## src/rtl/mem_port_arbiter.sv

```systemverilog
// -----------------------------------------------------------------------------
// mem_port_arbiter
// Shares one single-port unified memory between instruction fetch (IF) and
// data access (D, loads/stores). One requester is granted at a time and the
// memory request is held until the memory acknowledges it. Data wins the
// arbitration, but only MAX_DSTREAK times in a row while a fetch is waiting.
// A watchdog aborts any access that sees no ack for TIMEOUT busy cycles.
//
// Ports
//   clka, rst                 clock (rising edge), synchronous active-high reset
//   if_req/if_addr            fetch request (level) and address
//   if_rdata/if_ready         fetch data and 1-cycle completion pulse
//   d_req/d_we/d_addr/d_wdata data request (level), store flag, address, data
//   d_rdata/d_ready           load data and 1-cycle completion pulse
//   mem_en/mem_we/mem_addr/mem_wdata  registered memory request
//   mem_rdata/mem_ack         memory read data and completion
//   stall_if/stall_mem        per-stage stall requests to the pipeline
//   bus_err                   sticky watchdog-timeout flag (cleared only by rst)
// -----------------------------------------------------------------------------
module mem_port_arbiter #(
  parameter int ADDR_W      = 32,
  parameter int DATA_W      = 32,
  parameter int MAX_DSTREAK = 4,
  parameter int TIMEOUT     = 15
) (
  input  logic              clka,
  input  logic              rst,
  input  logic              if_req,
  input  logic [ADDR_W-1:0] if_addr,
  output logic [DATA_W-1:0] if_rdata,
  output logic              if_ready,
  input  logic              d_req,
  input  logic              d_we,
  input  logic [ADDR_W-1:0] d_addr,
  input  logic [DATA_W-1:0] d_wdata,
  output logic [DATA_W-1:0] d_rdata,
  output logic              d_ready,
  output logic              mem_en,
  output logic              mem_we,
  output logic [ADDR_W-1:0] mem_addr,
  output logic [DATA_W-1:0] mem_wdata,
  input  logic [DATA_W-1:0] mem_rdata,
  input  logic              mem_ack,
  output logic              stall_if,
  output logic              stall_mem,
  output logic              bus_err
);

  localparam int SC_W = $clog2(MAX_DSTREAK + 1);
  localparam int WD_W = $clog2(TIMEOUT);

  localparam logic [SC_W-1:0] STREAK_MAX = SC_W'(MAX_DSTREAK);
  localparam logic [SC_W-1:0] STREAK_ONE = SC_W'(1);
  localparam logic [WD_W-1:0] WDOG_LAST  = WD_W'(TIMEOUT - 1);
  localparam logic [WD_W-1:0] WDOG_ONE   = WD_W'(1);

  typedef enum logic [1:0] {
    ST_IDLE  = 2'd0,
    ST_IBUSY = 2'd1,
    ST_DBUSY = 2'd2
  } state_t;

  state_t            state_r;
  logic [SC_W-1:0]   streak_cnt_r;
  logic [WD_W-1:0]   wdog_cnt_r;

  logic grant_d_s;
  logic grant_i_s;
  logic timeout_s;

  // Arbitration in IDLE and watchdog expiry in BUSY; an ack in the expiry
  // cycle takes precedence so a late but valid response is never discarded.
  always_comb begin
    grant_d_s = 1'b0;
    grant_i_s = 1'b0;
    timeout_s = 1'b0;
    case (state_r)
      ST_IDLE: begin
        if (d_req && (!if_req || (streak_cnt_r < STREAK_MAX))) begin
          grant_d_s = 1'b1;
        end else if (if_req) begin
          grant_i_s = 1'b1;
        end else begin
          grant_d_s = 1'b0;
        end
      end
      ST_IBUSY, ST_DBUSY: begin
        if (!mem_ack && (wdog_cnt_r == WDOG_LAST)) begin
          timeout_s = 1'b1;
        end else begin
          timeout_s = 1'b0;
        end
      end
      default: begin
        timeout_s = 1'b0;
      end
    endcase
  end

  // Completion pulses and read-data gating; an aborted access completes with
  // zero data so the requester never consumes whatever is on mem_rdata.
  always_comb begin
    if_ready = 1'b0;
    d_ready  = 1'b0;
    if_rdata = {DATA_W{1'b0}};
    d_rdata  = {DATA_W{1'b0}};
    case (state_r)
      ST_IBUSY: begin
        if_ready = mem_ack | timeout_s;
        if (mem_ack) begin
          if_rdata = mem_rdata;
        end else begin
          if_rdata = {DATA_W{1'b0}};
        end
      end
      ST_DBUSY: begin
        d_ready = mem_ack | timeout_s;
        if (mem_ack) begin
          d_rdata = mem_rdata;
        end else begin
          d_rdata = {DATA_W{1'b0}};
        end
      end
      default: begin
        if_ready = 1'b0;
        d_ready  = 1'b0;
      end
    endcase
  end

  // Stall requests toward the pipeline hazard logic.
  always_comb begin
    stall_if  = if_req & ~if_ready;
    stall_mem = d_req & ~d_ready;
  end

  // Main FSM: grants, registered memory request, streak and watchdog counters.
  always_ff @(posedge clka) begin
    if (rst) begin
      state_r      <= ST_IDLE;
      mem_en       <= 1'b0;
      mem_we       <= 1'b0;
      mem_addr     <= {ADDR_W{1'b0}};
      mem_wdata    <= {DATA_W{1'b0}};
      bus_err      <= 1'b0;
      streak_cnt_r <= {SC_W{1'b0}};
      wdog_cnt_r   <= {WD_W{1'b0}};
    end else begin
      case (state_r)
        ST_IDLE: begin
          if (grant_d_s) begin
            state_r    <= ST_DBUSY;
            mem_en     <= 1'b1;
            mem_we     <= d_we;
            mem_addr   <= d_addr;
            mem_wdata  <= d_wdata;
            wdog_cnt_r <= {WD_W{1'b0}};
            // Only data grants that overtake a waiting fetch extend the streak.
            if (if_req) begin
              if (streak_cnt_r < STREAK_MAX) begin
                streak_cnt_r <= streak_cnt_r + STREAK_ONE;
              end else begin
                streak_cnt_r <= streak_cnt_r;
              end
            end else begin
              streak_cnt_r <= {SC_W{1'b0}};
            end
          end else if (grant_i_s) begin
            state_r      <= ST_IBUSY;
            mem_en       <= 1'b1;
            mem_we       <= 1'b0;
            mem_addr     <= if_addr;
            wdog_cnt_r   <= {WD_W{1'b0}};
            streak_cnt_r <= {SC_W{1'b0}};
          end else begin
            state_r <= ST_IDLE;
            mem_en  <= 1'b0;
            mem_we  <= 1'b0;
          end
        end
        ST_IBUSY, ST_DBUSY: begin
          if (mem_ack || timeout_s) begin
            state_r <= ST_IDLE;
            mem_en  <= 1'b0;
            mem_we  <= 1'b0;
            if (timeout_s) begin
              bus_err <= 1'b1;
            end else begin
              bus_err <= bus_err;
            end
          end else begin
            wdog_cnt_r <= wdog_cnt_r + WDOG_ONE;
          end
        end
        default: begin
          state_r <= ST_IDLE;
          mem_en  <= 1'b0;
          mem_we  <= 1'b0;
        end
      endcase
    end
  end

endmodule
```

## config.mk

```make
export PLATFORM = sky130hd
export DESIGN_NAME = mem_port_arbiter
export DESIGN_NICKNAME = d
export VERILOG_FILES = /design/src/rtl/mem_port_arbiter.sv
export SDC_FILE = /design/constraint.sdc
export NUM_CORES = 1
export LEC_CHECK = 0
export CORE_AREA = 4 4 118 120
export CTS_CLUSTER_DIAMETER = 200
export DETAILED_ROUTE_END_ITERATION = 8
export DIE_AREA = 0 0 122 124
export MAX_ROUTING_LAYER = met4
export PLACE_DENSITY = 0.79
export SLEW_MARGIN = 10
export SYNTH_ARGS = -nofsm -noshare
export SYNTH_HDL_FRONTEND = slang
export SYNTH_SLANG_ARGS = --single-unit
export TNS_END_PERCENT = 50
```

## constraint.sdc

```tcl
create_clock -name clka -period 2.3 [get_ports clka]
set_clock_uncertainty 0.1 [all_clocks]
set_input_delay 0.46 -clock clka [delete_from_list [all_inputs] [get_ports clka]]
set_output_delay 0.46 -clock clka [all_outputs]
set_load 0.02 [all_outputs]
```

==> flow_summary.json, run 1 <==
{
  "status": "completed",
  "grt_pass1_wl_um": 22760,
  "place.gp.congestion": 0.8400,
  "setup_viol": 0,
  "ys_seq_elements": 76,
  "grt_max_degree": 43,
  "fin_setup_tns_ns": 0,
  "die_x_um": 122,
  "cts_hold_buf": 0,
  "min_path_type": "register to register",
  "io_pins": 269,
  "post_cts_buffers": 0,
  "insertion_delay_ns": 0.33,
  "mostFrequentLayoutCells": "198 x clkdlybuf4s50_1, 75 x dfxtp_1, 67 x nor3_1",
  "r2r-start": "state_r[0]",
  "numPortBuffers": 268,
  "clock_path_buffers": 2,
  "clk_pin_slew_worst_paths_ns": 0.06,
  "syn_inst": 491,
  "worst_pin_slew_ns": 0.5278,
  "critPathKind": "register to output port",
  "antenna_found_initial": 1,
  "cts_max_level": 3,
  "fin_nets": 886,
  "drc": 0,
  "p_per_area_nw_per_um2": 588.1,
  "r2r-end": "wdog_cnt_r[3]",
  "routed.top_layer": "met4",
  "syn_avg_cell_area_um2": 7.686,
  "start_util": 0.2907,
  "ys_warn_count": 0,
  "wirelength_met1_um": 6091,
  "vias": 4656,
  "viasPerCell": 5.012,
  "crit_arrival_ns": 1.67,
  "layout-drive-gt1-share": 0.1398,
  "cts_root_buf": "clkbuf_16",
  "place_area_um2": 6803,
  "pre_cts_ws_ns": -0.2981,
  "period_share": 0.9704,
  "synthDistinctLibCells": 35,
  "worstSetupStartpointType": "register",
  "cp.required_ns": 1.74,
  "fin_ws_ns": 0.06819,
  "grt_pass1_vias": 4558,
  "hold_violations": 0,
  "min_delay_path_depth": 2,
  "crit_path_end_kind": "output port",
  "wl_met3_um": 1342,
  "die_y_um": 124,
  "synthesis.area_um2": 3774,
  "fillers": 1250,
  "cts_buffers": 9,
  "dieArea_um2": 15130,
  "period_needed_ns": 2.232,
  "drt-wirelength-per-cell_um": 16.44,
  "drtIter0Drc": 218,
  "track_usage": 0.1931,
  "cap_violations": 0,
  "crit_end": "if_rdata[11]",
  "fin_hold_ws_ns": 0.3630,
  "hpwl_um": 11150,
  "cts_tree": "done",
  "stdcell_area_um2": 6920,
  "wl_met2_um": 7609,
  "num_rows": 42,
  "r2r_cells": 6,
  "cp-startpoint": "state_r[1]",
  "gr-total-overflow": 0,
  "ir_drop_uv": 294.4,
  "cp_max_fo": 27,
  "drv_slew": 0,
  "final_antenna_net_count": 0,
  "p_leak_nw": 2.957,
  "coreArea_um2": 12980,
  "total_power_mw": 4.070,
  "cts_sinks": 76,
  "yosysSeqAreaShare": 0.4032,
  "mostFrequentLayoutCell": "clkdlybuf4s50_1",
  "relSlewSlack": 0.6481,
  "fmax_mhz": 448.1,
  "syn_to_final_growth_pct": 83.39,
  "drt_wl_total_um": 15270,
  "rsz0062_at_grt": "true",
  "synth_nets": 631,
  "rrSetupSlack_ns": 0.40,
  "first_pass_iters": 6
}
==> registers in the layout, indices dropped and copies added (netlist names) <==
name and cells:
bus_err 1, wdog_cnt_r 4, mem_en 1, mem_we 1
mem_wdata 32, state_r 2, mem_addr 32, streak_cnt_r 3
==> synth_stat cells <==
library cell / n / area share
a21oi_1: 34 / 0.045
a221oi_2: 1 / 0.0040
a22oi_1: 2 / 0.0040
a31oi_1: 2 / 0.0033
and2_1: 2 / 0.0033
and2_4: 1 / 0.0023
and3_1: 65 / 0.11
and4_1: 1 / 0.0023
and4b_1: 1 / 0.0027
buf_1: 1 / 0.00099
buf_2: 11 / 0.015
buf_4: 4 / 0.0080
buf_6: 1 / 0.0030
clkbuf_1: 38 / 0.038
dfxtp_1: 76 / 0.40
ha_1: 6 / 0.020
inv_1: 7 / 0.0070
mux2i_1: 2 / 0.0053
nand2_1: 8 / 0.0080
nand2b_1: 1 / 0.0017
nand3_1: 34 / 0.045
nand4_1: 4 / 0.0066
nor2_1: 37 / 0.037
nor2b_1: 5 / 0.0083
nor3_1: 67 / 0.089
nor3b_4: 1 / 0.0050
nor4_1: 34 / 0.056
o21a_1: 3 / 0.0060
o21ai_0: 34 / 0.045
o22ai_1: 1 / 0.0017
o311ai_0: 1 / 0.0023
o32ai_1: 1 / 0.0023
o41ai_1: 2 / 0.0046
or4_1: 2 / 0.0040
or4_4: 1 / 0.0030
==> routing by layer <==
layer	global-route usage	vias to the layer above
li1	-	2294
met1	0.2171	2147
met2	0.3339	196
met3	0.05767	19
met4	0.05602	0
met5	-	-
==> worst min-delay path by stage <==
| stage | from | to | slack (ns) |
|---|---|---|---|
| after global routing | mem_wdata[27] | mem_wdata[27] | 0.40 |
| after global placement | mem_we | mem_we | 0.35 |
| after detailed placement | bus_err | bus_err | 0.35 |
| final | mem_we | mem_we | 0.36 |
| after CTS | mem_we | mem_we | 0.37 |
| after floorplan | state_r[1] | state_r[1] | 0.36 |
==> where the power goes <==
group | internal [mW] | switching [mW]
Clock | 0.868 | 0.569
Sequential | 1.43 | 0.0510
Combinational | 0.587 | 0.567
Total | 2.88 | 1.19
==> stage by stage <==
| step | instances | util |
|---|---|---|
| CTS | 927 | 0.5412 |
| floorplan | 491 | - |
| finish | 929 | 0.5332 |
| global placement | 911 | 0.5241 |
| global route | 928 | 0.5330 |
| detailed placement | 911 | 0.5241 |
==> worst max-delay path, cell delays in order, from the launching register on <==
cell     delay, ns
dfxtp_2       0.32
inv_1         0.05
buf_4         0.13
ha_1          0.20
buf_12        0.16
buf_4         0.15
and3_1        0.18
buf_4         0.15
==> logic make-up after synthesis <==
family	share of synthesized area
AOI/OAI and AO/OA	0.1184
adders and majority gates	0.01989
buffers and inverters	0.07129
DFF	0.4032
muxes	0.005305
and+or+nand+nor	0.3820
==> layout make-up <==
class                   count  area (µm²)  share of cell area
flip-flops and latches     76        1523              0.2200
diodes                      2       5.005           0.0007232
repair buffers            299        2849              0.4117
well taps                 176       220.2             0.03182
multi-input cells         353        1994              0.2882
inverters                   7       26.28            0.003797
clock buffers              10       239.0             0.03453
clock inverters             6       63.81            0.009221
==> repair_timing <==
| item | in CTS | in global routing |
|---|---|---|
| hold endpoints to repair | 0 | 0 |
| endpoints found under the setup margin | 67 | 65 |
| cloned | 0 | 0 |
| resized for setup | 118 | 67 |
Note: power is estimated with default switching activity, not from simulation.
==> run 2, diff against run 1 <==
CORE_AREA = 2 2 116 118   (was 4 4 118 120)
CTS_CLUSTER_SIZE = 10   (was unset)
DIE_AREA = 0 0 118 120   (was 0 0 122 124)
==> run 2 against run 1 <==
Effect of this change:
- final cell count did not move
- critical endpoint is now stall_mem
- sequential share of layout area fell by 0.20 points
- maximum frequency fell by 0.88%
- critical path type unchanged
- largest cell class unchanged
==> flow_summary.json, run 2 (synthesis results as in run 1) <==
{
  "status": "completed",
  "final_antenna_net_count": 0,
  "fillers": 1254,
  "clk_pin_slew_worst_paths_ns": 0.06,
  "min_path_type": "register to register",
  "mostFrequentLayoutCells": "198 x clkdlybuf4s50_1, 76 x dfxtp_1, 67 x nor3_1",
  "crit_path_end_kind": "output port",
  "p_seq_frac": 0.352,
  "fin_setup_tns_ns": 0,
  "pwr-share-clk": 0.371,
  "worstSetupStartpointType": "register",
  "viasPerCell": 5.057,
  "clock_path_buffers": 2,
  "cp-startpoint": "state_r[0]",
  "rrSetupSlack_ns": 0.36,
  "swShare": 0.2808,
  "relSlewSlack": 0.6602,
  "min_from": "mem_we",
  "internal_power_mw": 3.022,
  "p_per_area_nw_per_um2": 602.2,
  "mostFrequentLayoutCell": "clkdlybuf4s50_1",
  "rsz0062_at_grt": "true",
  "p_leak_nw": 2.940,
  "hpwl_um": 10810,
  "drt_wl_total_um": 15280,
  "vias": 4698,
  "drv_slew": 0,
  "grt_max_degree": 61,
  "fin_ws_ns": 0.04848,
  "drtIter0Drc": 270,
  "reg.largest.list": "mem_addr (32), mem_wdata (32), wdog_cnt_r (4)",
  "syn_to_final_growth_pct": 84.88,
  "p_switching_mw": 1.180,
  "insertion_delay_ns": 0.33,
  "num_rows": 42,
  "r2r-start": "state_r[0]",
  "cp_max_fo": 3,
  "setup_viol": 0,
  "critPathKind": "register to output port",
  "fin_nets": 885,
  "max_stage_delay_ns": 0.33,
  "worst_pin_slew_ns": 0.5097,
  "antenna_found_initial": 3,
  "cp_cell_sequence": "inv_1, ha_1, and4_4, o21a_1, nor2b_1, buf_4",
  "cts_tree": "done",
  "cp.required_ns": 1.74,
  "io_pins": 269,
  "first_pass_iters": 5,
  "grt_pass1_vias": 4547,
  "dieArea_um2": 14160,
  "fmax_mhz": 444.1,
  "cts_sinks": 76,
  "total_power_mw": 4.202,
  "hold_violations": 0,
  "grt_pass1_wl_um": 23270,
  "post_cts_buffers": 0,
  "crit_path_top_delay_cell": "dfxtp_1",
  "drc": 0,
  "cap_violations": 0,
  "period_share": 0.9789,
  "fin_hold_ws_ns": 0.3643,
  "cts_buffers": 9,
  "coreArea_um2": 12980,
  "period_needed_ns": 2.252,
  "place.gp.congestion": 0.8502,
  "cts_root_buf": "clkbuf_16",
  "pre_cts_ws_ns": -0.3050,
  "die_y_um": 120,
  "start_util": 0.2907,
  "cts_max_level": 3,
  "ir_drop_uv": 362.8,
  "crit_arrival_ns": 1.69,
  "power.share.combinational": 0.277,
  "numPortBuffers": 268,
  "cts_hold_buf": 0,
  "die_x_um": 118,
  "gr-total-overflow": 0,
  "drt-wirelength-per-cell_um": 16.45,
  "layout-drive-gt1-share": 0.1322,
  "track_usage": 0.2097
}
-- run 2: changes by cell type in the layout (fill, tap and decap cells not counted), sizes merged, moves of 2 or more --
cell,change
buf,-9
clkbuf,+8
clkdlybuf4s15,+9
clkinv,-2
diode,+2
dlygate4sd2,-8
-- run 2: power by group through the flow --
stage,clock network [mW],registers [mW],logic (mW)
final,1.56,1.48,1.16
after global placement,0,1.50,1.17
after global routing,1.65,1.49,1.24
after floorplan,0,1.64,0.393
after detailed placement,0,1.51,1.17
after CTS,1.59,1.48,1.16
-- run 2: area by class of cell --
cell class                 instances  area [µm²]  area share
antenna                            4       10.01    0.001435
clock buffer                      11       252.7     0.03623
clock inverter                     4       72.57     0.01040
inverter                           7       26.28    0.003766
multi-input combinational        353        2007      0.2877
sequential                        76        1521      0.2181
tap                              176       220.2     0.03156
timing repair buffer             298        2867      0.4109
-- run 2: critical path: cells and delay by family (launching register included) --
kind	cells	cell delay, ns
AOI/OAI and AO/OA	1	0.19
and+or+nand+nor	2	0.32
buffers and inverters	2	0.21
DFF	1	0.33
adders and majority gates	1	0.32
-- run 2: final timing paths --
check	to	cells past startpoint
worst max-delay path	stall_mem	6
worst min-delay path	mem_we	2
worst max register to register	wdog_cnt_r[3]	6
worst min register to register	mem_we	2
-- run 2: per-stage QoR --
stage	instance area, µm²	instances	utilization
final	6977	929	0.5375
after global routing	6974	928	0.5373
after CTS	7087	924	0.5460
after detailed placement	6803	909	0.5241
after global placement	6803	909	0.5241
after floorplan	3774	491	-
-- run 2: what timing repair did --
item,in CTS,in global routing
gates resized for setup,111,72
setup endpoints to repair,68,62
cloned,0,1
-- run 2: routing by layer --
metal  GRT usage  up-vias  routed length [µm]
met5           -        -                   0
met1      0.2418     2162                6194
met2      0.3539      216                7634
met3     0.05323       23                1192
met4     0.07605        0                 263
li1            -     2297                   -
